==> src/rtl/dishwash_pkg.sv <==
// Shared types and defaults for the dishwash water-valve arbiter.
// State encodings, default timing parameters and a one-hot helper.
package dishwash_pkg;

  localparam int NUM_WASHERS    = 2;
  localparam int DEF_GAP_CYCLES = 4;
  localparam int DEF_MAX_HOLD   = 4;

  typedef enum logic [1:0] {
    ARB_IDLE   = 2'd0,
    ARB_SERVE  = 2'd1,
    ARB_SWITCH = 2'd2
  } arb_state_t;

  function automatic logic [NUM_WASHERS-1:0] washer_onehot(input logic idx);
    return NUM_WASHERS'(1) << idx;
  endfunction

endpackage

==> src/rtl/dishwash_water_arb_if.sv <==
// Washer-side bundle of the water arbiter: requests and tick in, grant, valve and gated ticks out.
// master = washer/controller side, slave = arbiter side.
interface dishwash_water_arb_if import dishwash_pkg::*; ();

  logic [NUM_WASHERS-1:0] req;
  logic                   hfminute_tick;
  logic [NUM_WASHERS-1:0] gnt;
  logic                   valve_open;
  logic [NUM_WASHERS-1:0] tick_out;
  logic                   busy;

  modport master (
    output req, hfminute_tick,
    input  gnt, valve_open, tick_out, busy
  );

  modport slave (
    input  req, hfminute_tick,
    output gnt, valve_open, tick_out, busy
  );

endinterface

==> src/rtl/dishwash_water_arb.sv <==
// Purpose: share one hot-water valve between two washers with a closed flush gap and hold-time preemption.
// Latency: gnt/valve_open/tick_out registered, one clock after the sampled req/tick.
// Backpressure: a non-owning requester waits (and loses ticks) until granted; no request is dropped.
module dishwash_water_arb import dishwash_pkg::*; #(
  parameter int GAP_CYCLES = DEF_GAP_CYCLES,
  parameter int MAX_HOLD   = DEF_MAX_HOLD
) (
  input logic                 clk,
  input logic                 rstb,
  dishwash_water_arb_if.slave bus
);

  localparam int HOLD_W = $clog2(MAX_HOLD + 1);
  localparam int GAP_W  = (GAP_CYCLES > 1) ? $clog2(GAP_CYCLES) : 1;
  localparam logic [HOLD_W-1:0] HOLD_MAX = HOLD_W'(MAX_HOLD);
  localparam logic [GAP_W-1:0]  GAP_LOAD = GAP_W'(GAP_CYCLES - 1);

  arb_state_t             state, state_nxt;
  logic                   own, own_nxt;
  logic                   target, target_nxt;
  logic                   last_srv, last_nxt;
  logic [HOLD_W-1:0]      hold_cnt, hold_nxt;
  logic [GAP_W-1:0]       gap_cnt, gap_nxt;
  logic [NUM_WASHERS-1:0] gnt_q;
  logic                   valve_q;
  logic [NUM_WASHERS-1:0] tick_q;

  always_ff @(posedge clk or negedge rstb) begin
    if (!rstb) begin
      state    <= ARB_IDLE;
      own      <= 1'b0;
      target   <= 1'b0;
      last_srv <= 1'b1;
      hold_cnt <= '0;
      gap_cnt  <= '0;
    end else begin
      state    <= state_nxt;
      own      <= own_nxt;
      target   <= target_nxt;
      last_srv <= last_nxt;
      hold_cnt <= hold_nxt;
      gap_cnt  <= gap_nxt;
    end
  end

  always_comb begin
    state_nxt  = state;
    own_nxt    = own;
    target_nxt = target;
    last_nxt   = last_srv;
    hold_nxt   = hold_cnt;
    gap_nxt    = gap_cnt;
    case (state)
      ARB_IDLE: begin
        if (|bus.req) begin
          state_nxt = ARB_SERVE;
          own_nxt   = (&bus.req) ? ~last_srv : bus.req[1];
          last_nxt  = own_nxt;
          hold_nxt  = '0;
        end
      end
      ARB_SERVE: begin
        // Release wins over an expiring hold in the same clock.
        if (!bus.req[own]) begin
          if (bus.req[~own]) begin
            state_nxt  = ARB_SWITCH;
            target_nxt = ~own;
            gap_nxt    = GAP_LOAD;
          end else begin
            state_nxt  = ARB_IDLE;
          end
        end else if (hold_cnt == HOLD_MAX && bus.req[~own]) begin
          state_nxt  = ARB_SWITCH;
          target_nxt = ~own;
          gap_nxt    = GAP_LOAD;
        end else if (bus.hfminute_tick && hold_cnt != HOLD_MAX) begin
          hold_nxt = hold_cnt + 1'b1;
        end
      end
      ARB_SWITCH: begin
        if (gap_cnt == '0) begin
          if (bus.req[target]) begin
            state_nxt = ARB_SERVE;
            own_nxt   = target;
            last_nxt  = target;
            hold_nxt  = '0;
          end else if (bus.req[~target]) begin
            state_nxt = ARB_SERVE;
            own_nxt   = ~target;
            last_nxt  = ~target;
            hold_nxt  = '0;
          end else begin
            state_nxt = ARB_IDLE;
          end
        end else begin
          gap_nxt = gap_cnt - 1'b1;
        end
      end
      default: state_nxt = ARB_IDLE;
    endcase
  end

  // Outputs are registered from the next state so gnt and valve move together with it.
  always_ff @(posedge clk or negedge rstb) begin
    if (!rstb) begin
      gnt_q   <= '0;
      valve_q <= 1'b0;
      tick_q  <= '0;
    end else begin
      gnt_q   <= (state_nxt == ARB_SERVE) ? washer_onehot(own_nxt) : '0;
      valve_q <= (state_nxt == ARB_SERVE);
      tick_q  <= {NUM_WASHERS{bus.hfminute_tick}} &
                 (~bus.req | (gnt_q & {NUM_WASHERS{valve_q}}));
    end
  end

  assign bus.gnt        = gnt_q;
  assign bus.valve_open = valve_q;
  assign bus.tick_out   = tick_q;
  assign bus.busy       = (state != ARB_IDLE);

endmodule

==> src/flat_wrapper.sv <==
// flat-port wrapper written by rule: the top's interface ports become plain ports
module dishwash_water_arb_flat import dishwash_pkg::*;
#(
  parameter int GAP_CYCLES = DEF_GAP_CYCLES,
  parameter int MAX_HOLD   = DEF_MAX_HOLD
)
  (clk, rstb, bus_req, bus_hfminute_tick, bus_gnt, bus_valve_open, bus_tick_out, bus_busy);
  dishwash_water_arb_if bus_i ();
  input logic clk;
  input logic rstb;
  input wire logic [$bits(bus_i.req)-1:0] bus_req;
  input wire logic [$bits(bus_i.hfminute_tick)-1:0] bus_hfminute_tick;
  output wire logic [$bits(bus_i.gnt)-1:0] bus_gnt;
  output wire logic [$bits(bus_i.valve_open)-1:0] bus_valve_open;
  output wire logic [$bits(bus_i.tick_out)-1:0] bus_tick_out;
  output wire logic [$bits(bus_i.busy)-1:0] bus_busy;
  assign bus_i.req = bus_req;
  assign bus_i.hfminute_tick = bus_hfminute_tick;
  assign bus_gnt = bus_i.gnt;
  assign bus_valve_open = bus_i.valve_open;
  assign bus_tick_out = bus_i.tick_out;
  assign bus_busy = bus_i.busy;
  dishwash_water_arb #(.GAP_CYCLES(GAP_CYCLES), .MAX_HOLD(MAX_HOLD)) u_core (.clk(clk), .rstb(rstb), .bus(bus_i));
endmodule
==> config.mk <==
export PLATFORM = sky130hd
export DESIGN_NAME = dishwash_water_arb_flat
export DESIGN_NICKNAME = d
export VERILOG_FILES = /design/src/rtl/dishwash_pkg.sv /design/src/rtl/dishwash_water_arb_if.sv /design/src/rtl/dishwash_water_arb.sv /design/src/flat_wrapper.sv
export SDC_FILE = /design/constraint.sdc
export NUM_CORES = 1
export LEC_CHECK = 0
export ABC_AREA = 0
export ABC_CLOCK_PERIOD_IN_PS = 2000
export CAP_MARGIN = 30
export CELL_PAD_IN_SITES_DETAIL_PLACEMENT = 0
export CELL_PAD_IN_SITES_GLOBAL_PLACEMENT = 1
export CORE_MARGIN = 2
export CORE_UTILIZATION = 40
export DETAILED_ROUTE_END_ITERATION = 12
export PLACE_DENSITY_LB_ADDON = 0.1
export SLEW_MARGIN = 20
export SYNTH_ARGS = -nofsm -noshare
export SYNTH_HDL_FRONTEND = slang
export SYNTH_SLANG_ARGS = --single-unit
==> constraint.sdc <==
create_clock -name clk -period 2 [get_ports clk]
set_clock_uncertainty 0.15 [all_clocks]
set_input_delay 0.4 -clock clk [delete_from_list [all_inputs] [get_ports clk]]
set_output_delay 0.4 -clock clk [all_outputs]
set_load 0.01 [all_outputs]
## Word-level counts from Yosys, hierarchy flattened

Index checks and enable logic that the tools add are counted.

- Bits of input ports: 5
- Bits in registers: 15
- Word-level logic and storage cells: 97

- $lt $le $gt $ge: 4
- Add/sub/neg operators: 2
- Reductions and logical operators: 15
- Multiplexer cells: 44
- Equal/unequal tests: 15
- Bitwise gates (word level): 7
- Shift-type cells: 1

Operators with widths:

| operator | number |
|---|---|
| $mux W2 | 11 |
| $mux W1 | 21 |
| $mux W3 | 7 |
| $pmux W3 S3 | 1 |
| $lt A1 B2 Y1 const B | 4 |
| $ne A2 B1 Y1 const B | 4 |
| $reduce_and A4 Y1 | 2 |
| $reduce_bool A2 Y1 | 4 |
| $reduce_and A7 Y1 | 1 |
| $ne A2 B2 Y1 const B | 3 |
| $ne A3 B1 Y1 const B | 2 |
| $ne A3 B3 Y1 const B | 2 |
| $pmux W2 S3 | 1 |
| $and A2 B2 Y2 | 2 |
| $eq A2 B1 Y1 const B | 2 |
| $logic_not A2 Y1 | 2 |
| $pmux W1 S2 | 2 |
| $pmux W2 S2 | 1 |
| $add A3 B1 Y3 const B | 1 |
| $eq A3 B3 Y1 const B | 1 |
| $not A1 Y1 | 3 |
| $reduce_and A3 Y1 | 1 |
| $reduce_bool A3 Y1 | 1 |
| $eq A2 B2 Y1 const B | 1 |
| 7 further kinds | 8 |

## Logic depth before layout (Yosys ltp)

Gate-level depths: netlist of run 1.

- Depth in word-level cells: 9
- Depth in mapped cells: 7
- Depth with buffers taken out: 6

## Worst setup path before layout of run 1

No wires, ideal clock.

- Path type: register to register
- Start point: register u_core.own
- End point: register u_core.target
- Data required time: 1771 ps
- Arrival time: 1380 ps
- Setup time: 79 ps
- Slack: 390 ps
- Stages on the path, launching flop included: 4
- Cells stage by stage: dfrtp_1 -> mux2_2 -> a2111oi_4 -> mux2i_1

- Longest elaborated chain between the ends: 5

RTL lines:

| element | line | RTL |
|---|---|---|
| start, declared | dishwash_water_arb.sv:19 | `logic own, own_nxt;` |
| start signal, assigned | dishwash_water_arb.sv:38 | `own <= own_nxt;` |
| $mux W1 (implied by the code) (2 in a row) | dishwash_water_arb.sv:65, dishwash_water_arb.sv:72 |  |
| $logic_and A1 B1 Y1 | dishwash_water_arb.sv:72 | `end else if (hold_cnt == HOLD_MAX && bus.req[~own]) begin` |
| $ne A2 B2 Y1 (no line) | n/a |  |
| $reduce_and A3 Y1 (no line) | n/a |  |
| end signal, assigned | dishwash_water_arb.sv:39 | `target <= target_nxt;` |
| end, declared | dishwash_water_arb.sv:20 | `logic target, target_nxt;` |

Parallel ways exist; a longest one is shown, timed or not. The select of a mux whose other input is x is not followed.
A chain may end at the register's enable or synchronous reset.

## Final worst setup path of run 1

- Start point: input bus_req[0]
- End point: register u_core.target

- Longest elaborated chain between the ends: 5

RTL lines:

| element | line | RTL |
|---|---|---|
| start, declared | flat_wrapper.sv:11 | `input wire logic [$bits(bus_i.req)-1:0] bus_req;` |
| $mux W1 (implied by the code) (2 in a row) | dishwash_water_arb.sv:65, dishwash_water_arb.sv:72 |  |
| $logic_and A1 B1 Y1 | dishwash_water_arb.sv:72 |  |
| $ne A2 B2 Y1 (no line) | n/a |  |
| $reduce_and A3 Y1 (no line) | n/a |  |

Parallel ways exist; a longest one is shown, timed or not. The select of a mux whose other input is x is not followed.

==> results.json, run 1 <==
{
  "die_width_um": 47.9,
  "cts.htree.levels": 1,
  "fin_crit_sh_pct": 90.9,
  "wirelength_um": 1360,
  "start_util_pct": 43.8,
  "multi_input_area_um2": 354,
  "min_path_type": "primary input to async pin",
  "clock_latency_ns": 0.28,
  "detailroute.via_count": 583,
  "track_usage_pct": 16.0,
  "relSlewSlack_pct": 75.6,
  "antenna_found_initial": 0,
  "design_area_um2": 982,
  "grt_max_degree": 16,
  "boundaryPins": 11,
  "synthMuxAreaShare_pct": 6.81,
  "rsz0062_at_grt": "no",
  "p_int_uw": 797,
  "fmaxAchievable_mhz": 550,
  "powerDensity_mw_per_mm2": 1260,
  "synthAdderAreaFrac_pct": 4.86,
  "grt_pass1_wl_um": 2470,
  "via_per_inst": 4.94,
  "final-seq-area_um2": 377,
  "synth.distinct_cells": 30,
  "rrSetupSlack_ns": 0.26,
  "dp_hpwl_um": 1040,
  "post_cts_buffers": 0,
  "syn_to_final_growth_pct": 27.2,
  "clockRootBuffer": "clkbuf_4",
  "synth_seq_cells": 15,
  "drive_gt1_share_pct": 21.5,
  "hold_viol": 0,
  "rows": 15,
  "synth_top_family_by_area": "compound AO/OA/AOI/OAI gates",
  "cp.arrival_ns": 1.88,
  "cts.clk_slew.worst_paths_ns": 0.09,
  "synthCells": 72,
  "portBuffers": 10,
  "antenna_cells": 0,
  "yosysWarnings": 0,
  "most-common-layout-cells": "dfrtp_1, clkdlybuf4s50_1, inv_1, buf_4, nand2_1",
  "synthSimpleGateAreaFrac_pct": 15.4,
  "hold_buffers": 0,
  "cts_inserted_buffers": 3,
  "cts_tree": "built",
  "syn-num-nets": 80,
  "routabilityCongestion": 0.736,
  "synth-xor-area-share_pct": 0,
  "cp_top_family": "multiplexers",
  "pwr-share-comb_pct": 47.3,
  "status": "finished clean",
  "floorplan.die_area_mm2": 0.00230,
  "clockBufferDepth": 2,
  "worstSetupEndpointType": "flip-flop",
  "final_antenna_net_count": 0,
  "overflow": 0,
  "irDropWorstVdd_mv": 0.583,
  "route.detailed.drc": 0,
  "drtIter0Drc": 7,
  "fin_util_pct": 55.7,
  "core_region_area_mm2": 0.00176,
  "clkPwrFrac_pct": 13.8,
  "slowest_delay_ns": 0.48,
  "startpoint_type": "primary input",
  "p_leak_uw": 0.000450,
  "slew_violations": 0,
  "required_ns": 2.06,
  "synth_compound_area_share_pct": 18.8,
  "synth_top_area_share_pct": 45.4,
  "synth_area_um2": 772,
  "finalSetupViolations": 0,
  "ctsResizeCount": 0,
  "mostFrequentLayoutCell": "dfrtp_1",
  "placed_area_um2": 952,
  "first_global_vias": 573,
  "p_sw_share_pct": 35.4,
  "cp_cell_sequence": "clkdlybuf4s50_1 -> mux2_2 -> a2111oi_4 -> mux2i_1",
  "syn_area_per_cell_um2": 10.7,
  "slowest_stage": "clkdlybuf4s50_1",
  "maxCapViolations": 0,
  "cp_num_buf_inv": 1,
  "fillers": 168,
  "ys_top_cells_by_area": "dfrtp_1, ha_1, mux2i_1",
  "path_max_fanout": 5,
  "power_switching_uw": 436,
  "worst_pin_slew_ns": 0.366,
  "cts.sinks": 15,
  "synth_top_cell_by_area": "dfrtp_1",
  "power_frac_seq_pct": 38.9,
  "drtPass1Iterations": 3,
  "die_h_um": 47.9,
  "final_nets": 102,
  "ys_seq_area_share_pct": 48.8,
  "finalCriticalPeriod_ns": 1.82,
  "crit_type": "primary input to flip-flop",
  "wl_per_cell_um": 11.5
}
through the flow:
step	power [uW]	hold slack (ns)	setup slack, ns	TNS (ns)	std cells
2_1_floorplan	867	-0.0456	0.390	0	72
3_3_place_gp	1080	0.314	-0.0704	-0.281	114
3_5_place_dp	1080	0.315	-0.128	-0.486	114
4_1_cts	1260	0.271	0.0164	0	118
5_1_grt	1370	0.264	0.119	0	118
6_report	1230	0.273	0.181	0	118
power by group through the flow:
stage / sequential (uW) / clock (uW) / combinational [uW]
5_1_grt: 499 / 200 / 673
3_5_place_dp: 488 / 0 / 593
6_report: 480 / 170 / 584
2_1_floorplan: 520 / 0 / 347
4_1_cts: 481 / 177 / 598
3_3_place_gp: 486 / 0 / 591
metal layers:
metal	wire, um	track usage [%]	vias to the layer above
met5	0	0	-
met2	612	25.1	12
met4	38	9.73	0
met1	651	20.2	276
li1	-	-	291
met3	53	3.40	4
path summary, 6_finish.rpt:
kind                                       to  cells after the start              start
max                             u_core.target                      4         bus_req[0]
min                        u_core.hold_cnt[2]                      2               rstb
max reg2reg                 u_core.bus.gnt[1]                      6  u_core.gap_cnt[0]
min reg2reg                 u_core.gap_cnt[0]                      1  u_core.gap_cnt[0]
max in group asynchronous     u_core.last_srv                      2               rstb
min in group clk            u_core.gap_cnt[0]                      1  u_core.gap_cnt[0]
worst reg2reg max path, stage by stage (launching register included):
cell and delay (ns):
dfrtp_1 0.40, inv_1 0.06, ha_1 0.18, nor2b_1 0.06, or3_1 0.49, a22oi_2 0.21, and2_1 0.14
cells in the mapped netlist:
library cell,number
dfrtp_1,14
inv_1,8
nand2_1,5
o21ai_0,4
a21boi_0,3
ha_1,3
mux2i_1,3
a21oi_1,2
mux2_2,2
nand2b_1,2
nand3_1,2
nor2_1,2
nor2b_1,2
nor3_1,2
o211ai_1,2
or2_2,2
a2111oi_4,1
a22oi_1,1
a22oi_2,1
a31oi_1,1
and2_1,1
and2b_1,1
and2b_2,1
buf_6,1
dfstp_2,1
nand4_1,1
o21bai_1,1
o221ai_1,1
o31ai_1,1
or3_1,1
final cells by class:
class / count / share of cell area [%]
clock buffers: 3 / 2.29
clock inverters: 1 / 0.510
inverters: 8 / 3.06
multi-input cells: 48 / 36.1
flip-flops and latches: 15 / 38.3
well taps: 25 / 3.18
repair buffers: 18 / 16.6
sequential cells by signal, indices dropped and copies added, names as in the netlist:
register               flops
u_core.hold_cnt            3
u_core.gap_cnt             2
u_core.bus.gnt             2
u_core.state               2
u_core.last_srv            1
u_core.target              1
u_core.bus.tick_out        2
u_core.bus.valve_open      1
u_core.own                 1
kinds of logic after synthesis:
group / count (synthesis)
muxes: 5
and+or+nand+nor: 22
DFF: 15
adders and majority gates: 3
AOI/OAI and AO/OA: 18
buffers and inverters: 9
Note: power is estimated with default switching activity, not from simulation.
==> run 2, diff against run 1 <==
--- a/config.mk
+++ b/config.mk
@@ -14,6 +14,7 @@
 export CORE_UTILIZATION = 40
 export DETAILED_ROUTE_END_ITERATION = 12
 export PLACE_DENSITY_LB_ADDON = 0.1
+export SKIP_LAST_GASP = 1
 export SLEW_MARGIN = 20
 export SYNTH_ARGS = -nofsm -noshare
 export SYNTH_HDL_FRONTEND = slang
==> results of run 2 <==
Same layout as run 1: the final DEF is identical, and so are final timing and power.
==> run 3, diff against run 2 <==
--- a/config.mk
+++ b/config.mk
@@ -11,11 +11,12 @@
 export CELL_PAD_IN_SITES_DETAIL_PLACEMENT = 0
 export CELL_PAD_IN_SITES_GLOBAL_PLACEMENT = 1
 export CORE_MARGIN = 2
-export CORE_UTILIZATION = 40
+export CORE_UTILIZATION = 46
 export DETAILED_ROUTE_END_ITERATION = 12
+export DONT_BUFFER_PORTS = 1
 export PLACE_DENSITY_LB_ADDON = 0.1
 export SKIP_LAST_GASP = 1
-export SLEW_MARGIN = 20
+export SLEW_MARGIN = 30
 export SYNTH_ARGS = -nofsm -noshare
 export SYNTH_HDL_FRONTEND = slang
 export SYNTH_SLANG_ARGS = --single-unit
==> results.json, run 3 (synthesized netlist as in run 1, its figures left out) <==
{
  "slowest_stage": "a2111oi_4",
  "ctsResizeCount": 0,
  "cp_top_family": "multiplexers",
  "wirelength_um": 1300,
  "final_antenna_net_count": 0,
  "required_ns": 2.06,
  "antenna_found_initial": 0,
  "most-common-layout-cells": "dfrtp_1, inv_1, nand2_1, o21ai_0",
  "hold_ws_ns": 0.0239,
  "routabilityCongestion": 0.779,
  "crit_type": "flip-flop to flip-flop",
  "cts.sinks": 15,
  "worst_pin_slew_ns": 0.654,
  "floorplan.die_area_mm2": 0.00202,
  "largest-register": "u_core.hold_cnt",
  "drtIter0Drc": 8,
  "min_path_type": "primary input to flip-flop",
  "status": "finished clean",
  "first_global_vias": 532,
  "finalSetupViolations": 0,
  "fmaxAchievable_mhz": 571,
  "clockBufferDepth": 2,
  "clockRootBuffer": "clkbuf_4",
  "fin_crit_sh_pct": 87.6,
  "track_usage_pct": 16.2,
  "path_max_fanout": 5,
  "largest_reg_flops": 3,
  "startpoint_type": "flip-flop",
  "grt_max_degree": 16,
  "drive_gt1_share_pct": 16.9,
  "die_h_um": 45.0,
  "detailroute.via_count": 520,
  "rows": 14,
  "cts_tree": "built",
  "start_util_pct": 50.1,
  "dp_hpwl_um": 968,
  "antenna_cells": 0,
  "route.detailed.drc": 0,
  "final_nets": 86,
  "relSlewSlack_pct": 56.2,
  "post_cts_buffers": 0,
  "irDropWorstVdd_mv": 0.561,
  "slowest_delay_ns": 0.46,
  "drtPass1Iterations": 4,
  "mostFrequentLayoutCell": "dfrtp_1",
  "cp.arrival_ns": 1.82,
  "fin_tns_setup_ns": 0,
  "cts_inserted_buffers": 3,
  "p_leak_uw": 0.000375,
  "worstSetupEndpointType": "flip-flop",
  "core_region_area_mm2": 0.00154,
  "powerDensity_mw_per_mm2": 1350,
  "grt_pass1_wl_um": 2260,
  "clock_latency_ns": 0.28,
  "overflow": 0,
  "syn_to_final_growth_pct": 6.97,
  "via_per_inst": 5.59,
  "hold_viol": 0,
  "die_width_um": 45.0,
  "finalCriticalPeriod_ns": 1.75,
  "wl_per_cell_um": 13.9,
  "boundaryPins": 11,
  "rsz0062_at_grt": "no",
  "maxCapViolations": 0,
  "cp_cell_sequence": "mux2_2 -> a2111oi_4 -> mux2i_1",
  "slew_violations": 0,
  "cts.clk_slew.worst_paths_ns": 0.09,
  "cts.htree.levels": 1,
  "portBuffers": 0,
  "cp_num_buf_inv": 0
}
-- run 3: per-layer routing --
| metal | vias to the layer above | GRT usage (%) | routed length [um] |
|---|---|---|---|
| li1 | 264 | - | - |
| met1 | 237 | 21.0 | 628 |
| met2 | 15 | 22.9 | 545 |
| met3 | 4 | 5.20 | 87 |
| met4 | 0 | 10.6 | 36 |
| met5 | - | 0 | 0 |
-- run 3: through the flow --
step	total power [uW]	utilization, %	instance area (um^2)	cells	setup slack [ns]
after floorplan	867	-	772	72	0.390
after global placement	936	51.1	788	88	0.252
after detailed placement	939	51.1	788	88	0.263
after CTS	1120	53.6	826	93	0.233
after global routing	1220	53.6	826	93	0.0939
final	1110	53.6	826	93	0.248
-- run 3: area by class of cell --
| type | count | area, um^2 |
|---|---|---|
| Sequential cell | 15 | 377 |
| Tap cell | 16 | 20.0 |
| Fill cell | 142 | 716 |
| Clock inverter | 1 | 5.00 |
| Inverter | 8 | 30.0 |
| Timing Repair Buffer | 2 | 17.5 |
| Multi-Input combinational cell | 48 | 354 |
| Clock buffer | 3 | 22.5 |
-- run 3: power by group --
group / internal, uW / switching, uW
clock network: 74.3 / 101
registers: 417 / 110
logic: 195 / 214
total: 686 / 424
-- run 3: path summary, 6_finish.rpt --
kind                            slack [ns]  cells after the start                     end               from
worst max-delay path                  0.25                      3           u_core.target         u_core.own
worst min-delay path                  0.02                      1         u_core.last_srv         bus_req[0]
worst max register to register        0.25                      3           u_core.target         u_core.own
worst min register to register        0.33                      1       u_core.gap_cnt[0]  u_core.gap_cnt[0]
max in group asynchronous             0.86                      1      u_core.hold_cnt[1]               rstb
min in group asynchronous             0.43                      1  u_core.bus.tick_out[0]               rstb
-- run 3: timing repair --
action | in CTS | in global routing
hold buffers | 1 | 0
endpoints found under the hold margin | 15 | 0
setup endpoints to repair | 0 | 0
